`src/rtl/core_pkg.sv`:
```
// Shared core types: fetch FSM states and the PC/branch-target width used by
// pc_fetch and the branch-target lookup table.
package core_pkg;

    localparam int unsigned CORE_PC_W = 10;

    typedef logic [CORE_PC_W-1:0] pc_t;

    typedef enum logic [1:0] {
        ST_IDLE = 2'b00,
        ST_RUN  = 2'b01,
        ST_DONE = 2'b10
    } state_e;

endpackage

```
`src/rtl/cycle_counter.sv`:
```
// Saturating up-counter with synchronous clear (priority) and count enable.
module cycle_counter #(
    parameter int unsigned W = 16
) (
    input  logic         clk_i,
    input  logic         rst_ni,
    input  logic         clr_i,
    input  logic         en_i,
    output logic [W-1:0] count_o
);

    logic [W-1:0] count_q, count_d;

    always_comb begin
        count_d = count_q;
        if (clr_i) begin
            count_d = '0;
        end else if (en_i && (count_q != '1)) begin
            count_d = count_q + 1'b1;
        end
    end

    always_ff @(posedge clk_i or negedge rst_ni) begin
        if (!rst_ni) begin
            count_q <= '0;
        end else begin
            count_q <= count_d;
        end
    end

    assign count_o = count_q;

endmodule

```
`src/rtl/pc_fetch.sv`:
```
// Program counter and fetch sequencing: IDLE/RUN/DONE control, next-PC
// selection (halt > stall > branch > increment) and the RUN cycle counter.
module pc_fetch
    import core_pkg::*;
#(
    parameter int unsigned            PC_W       = CORE_PC_W,
    parameter logic [PC_W-1:0]        START_ADDR = '0,
    parameter int unsigned            CNT_W      = 16
) (
    input  logic             Clk,
    input  logic             Reset_n,
    input  logic             Start,
    input  logic             Halt,
    input  logic             Stall,
    input  logic             BranchTaken,
    input  logic [PC_W-1:0]  Target,
    output logic [PC_W-1:0]  PC,
    output logic             Running,
    output logic             Done,
    output logic [CNT_W-1:0] CycleCount
);

    state_e            state_q, state_d;
    logic [PC_W-1:0]   pc_q, pc_d;
    logic              cnt_clr, cnt_en;

    always_comb begin
        state_d = state_q;
        pc_d    = pc_q;
        cnt_clr = 1'b0;
        cnt_en  = 1'b0;
        case (state_q)
            ST_IDLE, ST_DONE: begin
                if (Start) begin
                    state_d = ST_RUN;
                    pc_d    = START_ADDR;
                    cnt_clr = 1'b1;
                end
            end
            ST_RUN: begin
                // Every RUN edge counts, including stalled and halting edges.
                cnt_en = 1'b1;
                if (Halt) begin
                    state_d = ST_DONE;
                end else if (Stall) begin
                    pc_d = pc_q;
                end else if (BranchTaken) begin
                    pc_d = Target;
                end else begin
                    pc_d = pc_q + 1'b1;
                end
            end
            default: begin
                state_d = ST_IDLE;
                pc_d    = START_ADDR;
            end
        endcase
    end

    always_ff @(posedge Clk or negedge Reset_n) begin
        if (!Reset_n) begin
            state_q <= ST_IDLE;
            pc_q    <= START_ADDR;
        end else begin
            state_q <= state_d;
            pc_q    <= pc_d;
        end
    end

    cycle_counter #(
        .W (CNT_W)
    ) u_cycle_counter (
        .clk_i   (Clk),
        .rst_ni  (Reset_n),
        .clr_i   (cnt_clr),
        .en_i    (cnt_en),
        .count_o (CycleCount)
    );

    assign PC      = pc_q;
    assign Running = (state_q == ST_RUN);
    assign Done    = (state_q == ST_DONE);

endmodule
```
`config.mk`:
```
export PLATFORM = sky130hd
export DESIGN_NAME = pc_fetch
export DESIGN_NICKNAME = d
export VERILOG_FILES = /design/src/rtl/core_pkg.sv /design/src/rtl/cycle_counter.sv /design/src/rtl/pc_fetch.sv
export SDC_FILE = /design/constraint.sdc
export NUM_CORES = 1
export LEC_CHECK = 0
export CAP_MARGIN = 20
export CORE_MARGIN = 3
export CORE_UTILIZATION = 35
export CTS_BUF_LIST = sky130_fd_sc_hd__clkbuf_2
export DETAILED_ROUTE_END_ITERATION = 12
export GPL_TIMING_DRIVEN = 0
export PLACE_DENSITY = 0.68
export SYNTH_ARGS = -nofsm -noshare
export SYNTH_HDL_FRONTEND = slang
export SYNTH_SLANG_ARGS = --single-unit
```
`constraint.sdc`:
```
create_clock -name Clk -period 2 [get_ports Clk]
set_input_delay 0.4 -clock Clk [delete_from_list [all_inputs] [get_ports Clk]]
set_output_delay 0.4 -clock Clk [all_outputs]
set_load 0.01 [all_outputs]
```
==> results.cfg, run 1 <==
[clock_network]
cts_tree = built
clock_tree.htree_level_count = 1
ctsLongestPathBuffers = 2
cts_made_buffers = 3
tritoncts_sinks = 28
clock_tree.root_cell = sky130_fd_sc_hd__clkbuf_2
cts.reportedPaths.clkPinSlew_ns = 0.28
clk_latency_ns = 0.38

[global_route]
grt_antenna_before_repair = 0
grt_pass1_wl_um = 7310
grt_max_degree = 16
grt.overflow.total = 0
first_global_vias = 1589
overall_global_routing_usage_pct = 16.4

[worst_setup_path]
critPathMaxFanout = 3
critical_path_arrival_ns = 2.24
path_class = flip-flop to flip-flop
timing.reg2reg.setup_slack_ns = 0.07
setup.worst_path.start = state_q[1]
setup.worst_path.start_class = flip-flop
critical_path.reg2reg.startpoint = state_q[1]
cp.required_ns = 2.31
cp-end-kind = flip-flop

[die]
core.rowCount = 24
placeableCoreArea_um2 = 4470
io_pins = 44
die_area_um2 = 5590
dieWidth_um = 74.8
start_util_pct = 37.0
die_height_um = 74.8

[drt]
via_count = 1636
route.detailed.drc = 0
drtIter0Drc = 86
drt_pre_antenna_iters = 4
finalWirelength_um = 4350
remaining_number_of_nets_flagged_by_the_antenna_check_after_routing = 0
via_per_inst = 5.68
route.detailed.wl_per_inst_um = 15.1

[run]
timing.max_cap.violations = 0

[timing]
rsz0062_at_grt = true
worst_slew_margin_rel_pct = 50.6
report.final.hold_viol_count = 0
timing.clock.skew_ns = 0.0231
maxClockFrequency_mhz = 519
worst_slew_pin_slew_ns = 0.739
maxSlewViolCount = 0
final.period_utilization_pct = 96.3
least_setup_slack_across_all_paths_after_layout_ns = 0.0733
setup_failing_eps_final = 0
min_period_ns = 1.93

[synth]
synth_area_per_cell_um2 = 9.00
synth_area_leader_cell = sky130_fd_sc_hd__dfrtp_1
syn_nets = 202
syn_inst = 184
ys_seq_elements = 28
synth_edf_count = 0
post-synth-top-count-cell = sky130_fd_sc_hd__dfrtp_1
asyncSetResetFlopFracSynth_pct = 100
yosysWarningCount = 0
synth-seq-area-share_pct = 42.3
synthDominantCellAreaShare_pct = 42.3
synth.cell_area_um2 = 1660
yosys-top-cells-area = sky130_fd_sc_hd__dfrtp_1 (42%), sky130_fd_sc_hd__o21ai_0 (4.5%), sky130_fd_sc_hd__a21oi_1 (3.9%)
ys_top_cells_by_count = sky130_fd_sc_hd__dfrtp_1 (28), sky130_fd_sc_hd__nand2_1 (15), sky130_fd_sc_hd__o21ai_0 (15)
yosys.cell_types.count = 46
synth-main-ff-cell = sky130_fd_sc_hd__dfrtp_1

[power_and_ir_drop]
intPower_uw = 922
sw_frac_of_total_pct = 34.9
leakage_uw = 0.000909
p_switching_uw = 495
clockPowerShare_pct = 15.4
highest_ir_drop_seen_on_vdd_mv = 0.431
powerDensity_nw_per_um2 = 627
power.sequential.fraction_pct = 49.5
combinationalPowerShare_pct = 35.1

[placed_design]
preCtsSetupSlack_ns = -0.403
placed_cells = 279
dp_hpwl_um = 3080
buffer_ports.inserted = 42
routabilityCongestion = 0.804

[final_layout]
area_delta_synth_final_pct = 36.4
finish.net_count = 255
diodes = 0
num-fill-cells = 424
post_layout_nonfiller_instances = 288
drive_gt1_share_pct = 15.3

[worst_hold_path]
holdCritPathClass = primary input to async pin

[status]
outcome = complete, no violations
-- kinds of logic after synthesis --
group / count (synthesis) / synth area share [%]
AOI/OAI and AO/OA: 54 / 20.7
xor gates and xnor gates: 1 / 0.529
adders and majority gates: 2 / 1.51
buffers and inverters: 16 / 4.15
DFF: 28 / 42.3
muxes: 4 / 2.42
and+or+nand+nor: 79 / 28.4
-- critical path, cell delays in order (launching register included) --
cell                       delay, ns
sky130_fd_sc_hd__dfrtp_1        0.46
sky130_fd_sc_hd__buf_4          0.15
sky130_fd_sc_hd__nand4b_1       0.18
sky130_fd_sc_hd__or4_4          0.44
sky130_fd_sc_hd__or4_1          0.47
sky130_fd_sc_hd__a21oi_1        0.15
-- final timing paths --
| path | to | cells past startpoint |
|---|---|---|
| max reg2reg | u_cycle_counter.count_o[15] | 5 |
| min | PC[2] | 1 |
| min reg2reg | PC[1] | 2 |
| min in group Clk | PC[6] | 3 |
| max in group asynchronous | u_cycle_counter.count_o[2] | 2 |
| max | u_cycle_counter.count_o[15] | 5 |
-- layout by cell type (no fill, tap or decap), types with 2 or more instances in the layout --
cell                              instances
sky130_fd_sc_hd__clkdlybuf4s50_1         40
sky130_fd_sc_hd__dfrtp_1                 21
sky130_fd_sc_hd__o21ai_0                 15
sky130_fd_sc_hd__nand2_1                 15
sky130_fd_sc_hd__a21oi_1                 13
sky130_fd_sc_hd__nor2_1                  12
sky130_fd_sc_hd__buf_4                    8
sky130_fd_sc_hd__nor3_1                   7
sky130_fd_sc_hd__nand4_1                  7
sky130_fd_sc_hd__dfrtp_2                  7
sky130_fd_sc_hd__clkbuf_1                 6
sky130_fd_sc_hd__nand3_1                  6
sky130_fd_sc_hd__and3_1                   5
sky130_fd_sc_hd__o31ai_1                  5
sky130_fd_sc_hd__o22ai_1                  4
sky130_fd_sc_hd__or3_1                    4
sky130_fd_sc_hd__inv_1                    4
sky130_fd_sc_hd__mux2i_1                  4
sky130_fd_sc_hd__clkbuf_2                 4
sky130_fd_sc_hd__or4_1                    3
sky130_fd_sc_hd__o31a_1                   3
sky130_fd_sc_hd__and2_1                   2
sky130_fd_sc_hd__a22oi_1                  2
sky130_fd_sc_hd__nand4_4                  2
sky130_fd_sc_hd__or4_4                    2
sky130_fd_sc_hd__nand2b_1                 2
sky130_fd_sc_hd__a31oi_1                  2
sky130_fd_sc_hd__a31o_2                   2
sky130_fd_sc_hd__o311ai_0                 2
sky130_fd_sc_hd__o41ai_1                  2
sky130_fd_sc_hd__nor3b_1                  2
-- sequential cells by signal, indices dropped and copies added, names as in the netlist --
signal / cells
PC: 10
state_q: 2
u_cycle_counter.count_o: 16
-- routing by layer --
metal	GRT usage, %	part of all wire [%]
met5	0	0
met4	3.75	0.37
met3	3.07	5.5
met2	27.0	48
met1	22.4	46
-- layout make-up --
type / count / area, um2 / area share (%)
Clock inverter: 1 / 3.75 / 0.166
Timing Repair Buffer: 50 / 482 / 21.3
Tap cell: 52 / 65.1 / 2.88
Clock buffer: 3 / 15.0 / 0.664
Sequential cell: 28 / 709 / 31.4
Inverter: 5 / 21.3 / 0.941
Buffer: 9 / 46.3 / 2.05
Multi-Input combinational cell: 140 / 917 / 40.6
-- power groups by stage --
stage               Sequential (uW)  Clock [uW]  Combinational, uW
floorplan                       720           0                192
global placement                714           0                413
detailed placement              715           0                420
CTS                             695         225                487
global route                    711         252                552
finish                          702         218                497
-- repair_timing --
item / CTS / global route
buffers inserted: 5 / 2
setup endpoints to repair: 12 / 13
pin swaps: 0 / 1
resized for setup: 10 / 12
hold buffers: 0 / 0
-- metrics by stage --
step	utilization, %	cell area, um2	hold WS, ns	total power [uW]	setup TNS, ns
3_5_place_dp	48.2	2160	0.523	1130	-2.61
5_1_grt	50.5	2260	0.421	1520	-0.0620
2_1_floorplan	-	1660	0.104	912	0
6_report	50.5	2260	0.397	1420	0
4_1_cts	49.8	2230	0.409	1410	-0.0313
3_3_place_gp	47.9	2140	0.537	1130	-2.25
No activity file was read; power rests on OpenSTA's default activity.
==> run 2: changes to the inputs <==
- PLACE_DENSITY: 0.68 -> 0.73
==> run 2 against run 1 <==
  * Final cell count is 0.69% lower
  * Sequential share of layout area is 0.16 points higher
  * Core utilization is 0.084 points lower
  * First-iteration DRC count is 4.7% higher
  * Hold slack better by 0.042 ns
  * Register-to-register slack hardly changed
  * Clock power is 2% higher
  * Count of clock-buffer cells in the layout stayed put
  * Sequential power hardly changed
  * Clock skew is 0.0092 ns lower
  * Largest cell class unchanged
  * Largest power group unchanged
==> results.cfg, run 2 (same netlist as run 1, synthesis figures left out) <==
[status]
outcome = complete, no violations

[final_layout]
area_delta_synth_final_pct = 36.2
post-route-util_pct = 50.4
layout.cells.most_common_list = sky130_fd_sc_hd__clkdlybuf4s50_1 (40), sky130_fd_sc_hd__dfrtp_1 (19), sky130_fd_sc_hd__o21ai_0 (15), sky130_fd_sc_hd__nand2_1 (15), sky130_fd_sc_hd__a21oi_1 (13)
leading_cell_type_in_the_layout_fill_and_taps_excluded = sky130_fd_sc_hd__clkdlybuf4s50_1
finish.net_count = 253
diodes = 0
finish.instance_area_um2 = 2260
largest_reg_flops = 16
drive_gt1_share_pct = 15.4
num-fill-cells = 431

[timing]
worst_slew_margin_rel_pct = 44.4
rsz0062_at_grt = true
maxSlewViolCount = 0
min_period_ns = 1.92
report.final.hold_viol_count = 0
timing.clock.skew_ns = 0.0139
maxClockFrequency_mhz = 521
final.period_utilization_pct = 96.0
totalNegativeSetupSlack_ns = 0
worst_slew_pin_slew_ns = 0.832
setup_failing_eps_final = 0

[worst_setup_path]
cp.required_ns = 2.34
cp-end-kind = flip-flop
critical_path_arrival_ns = 2.26
critPathMaxFanout = 6
setup.worst_path.start_class = flip-flop
path_class = flip-flop to flip-flop
timing.reg2reg.setup_slack_ns = 0.08

[power_and_ir_drop]
power.sequential.fraction_pct = 49.9
powerDensity_nw_per_um2 = 626
intPower_uw = 913
combinationalPowerShare_pct = 34.4
clockPowerShare_pct = 15.7
highest_ir_drop_seen_on_vdd_mv = 0.321
p_switching_uw = 499
design_power_total_uw = 1410
sw_frac_of_total_pct = 35.3
leakage_uw = 0.000913

[global_route]
grt_max_degree = 18
grt_pass1_wl_um = 7660
first_global_vias = 1678
overall_global_routing_usage_pct = 17.2
grt.overflow.total = 0
grt_antenna_before_repair = 0

[clock_network]
clk_latency_ns = 0.38
clock_tree.htree_level_count = 1
cts.reportedPaths.clkPinSlew_ns = 0.28
cts_tree = built
clock_tree.root_cell = sky130_fd_sc_hd__clkbuf_2
tritoncts_sinks = 28
cts_made_buffers = 3
ctsLongestPathBuffers = 2

[die]
die_height_um = 74.8
placeableCoreArea_um2 = 4470
start_util_pct = 37.0
dieWidth_um = 74.8
core.rowCount = 24
die_area_um2 = 5590
io_pins = 44

[drt]
dr.max_layer_used = met4
remaining_number_of_nets_flagged_by_the_antenna_check_after_routing = 0
via_per_inst = 5.80
drt_pre_antenna_iters = 4
met2RoutedLength_um = 2220
finalWirelength_um = 4490
drtIter0Drc = 90
route.detailed.drc = 0
wire_length_on_met3_um = 206
wl_met1_um = 2030
via_count = 1658
route.detailed.wl_per_inst_um = 15.7

[placed_design]
routabilityCongestion = 0.826
buffer_ports.inserted = 42
placedInstanceArea_um2 = 2160
dp_hpwl_um = 3200

[run]
timing.max_cap.violations = 0

[worst_hold_path]
holdCritPathClass = primary input to async pin
run 2: power groups by stage:
stage,registers [uW],logic [uW],clock network [uW]
after floorplan,720,192,0
after global placement,713,412,0
after detailed placement,718,421,0
after CTS,697,475,230
after global routing,717,543,255
final,704,485,222
run 2: final cells by class:
cell class,instances,area [um2],share of cell area (%)
Buffer,9,46.3,2.05
Clock buffer,3,15.0,0.666
Clock inverter,1,3.75,0.166
Inverter,5,21.3,0.943
Multi-Input combinational cell,140,926,41.0
Sequential cell,28,712,31.6
Tap cell,52,65.1,2.88
Timing Repair Buffer,48,467,20.7
run 2: final timing paths:
| check | cells after the start | endpoint | startpoint |
|---|---|---|---|
| worst max-delay path | 4 | u_cycle_counter.count_o[15] | u_cycle_counter.count_o[5] |
| worst min-delay path | 1 | PC[2] | Reset_n |
| worst max register to register | 4 | u_cycle_counter.count_o[15] | u_cycle_counter.count_o[5] |
| worst min register to register | 2 | PC[1] | PC[1] |
| max in group asynchronous | 2 | u_cycle_counter.count_o[2] | Reset_n |
| min in group Clk | 3 | PC[8] | BranchTaken |
run 2: routing by layer:
metal	GRT usage, %	vias to the layer above
li1	-	798
met2	29.2	53
met4	3.95	0
met5	0	-
met3	2.14	5
met1	23.6	802
run 2: stage by stage:
stage / cells / hold WS [ns] / setup WS [ns]
6_report: 286 / 0.439 / 0.0792
5_1_grt: 286 / 0.471 / -0.00667
4_1_cts: 286 / 0.462 / 0.00417
3_5_place_dp: 279 / 0.527 / -0.378
3_3_place_gp: 278 / 0.532 / -0.345
2_1_floorplan: 184 / 0.104 / 0.130
run 2: repair_timing:
| action | in CTS | in global routing |
|---|---|---|
| hold buffers | 0 | 0 |
| gates resized for setup | 8 | 18 |
| buffers inserted | 4 | 1 |
| pin swaps | 0 | 2 |
| endpoints found under the hold margin | 0 | 0 |
| endpoints found under the setup margin | 11 | 20 |
run 2: critical path, cell delays in order (launching register included):
cell	delay, ns
sky130_fd_sc_hd__dfrtp_2	0.51
sky130_fd_sc_hd__nand4_4	0.16
sky130_fd_sc_hd__or4_4	0.58
sky130_fd_sc_hd__or4_1	0.48
sky130_fd_sc_hd__a21oi_1	0.15
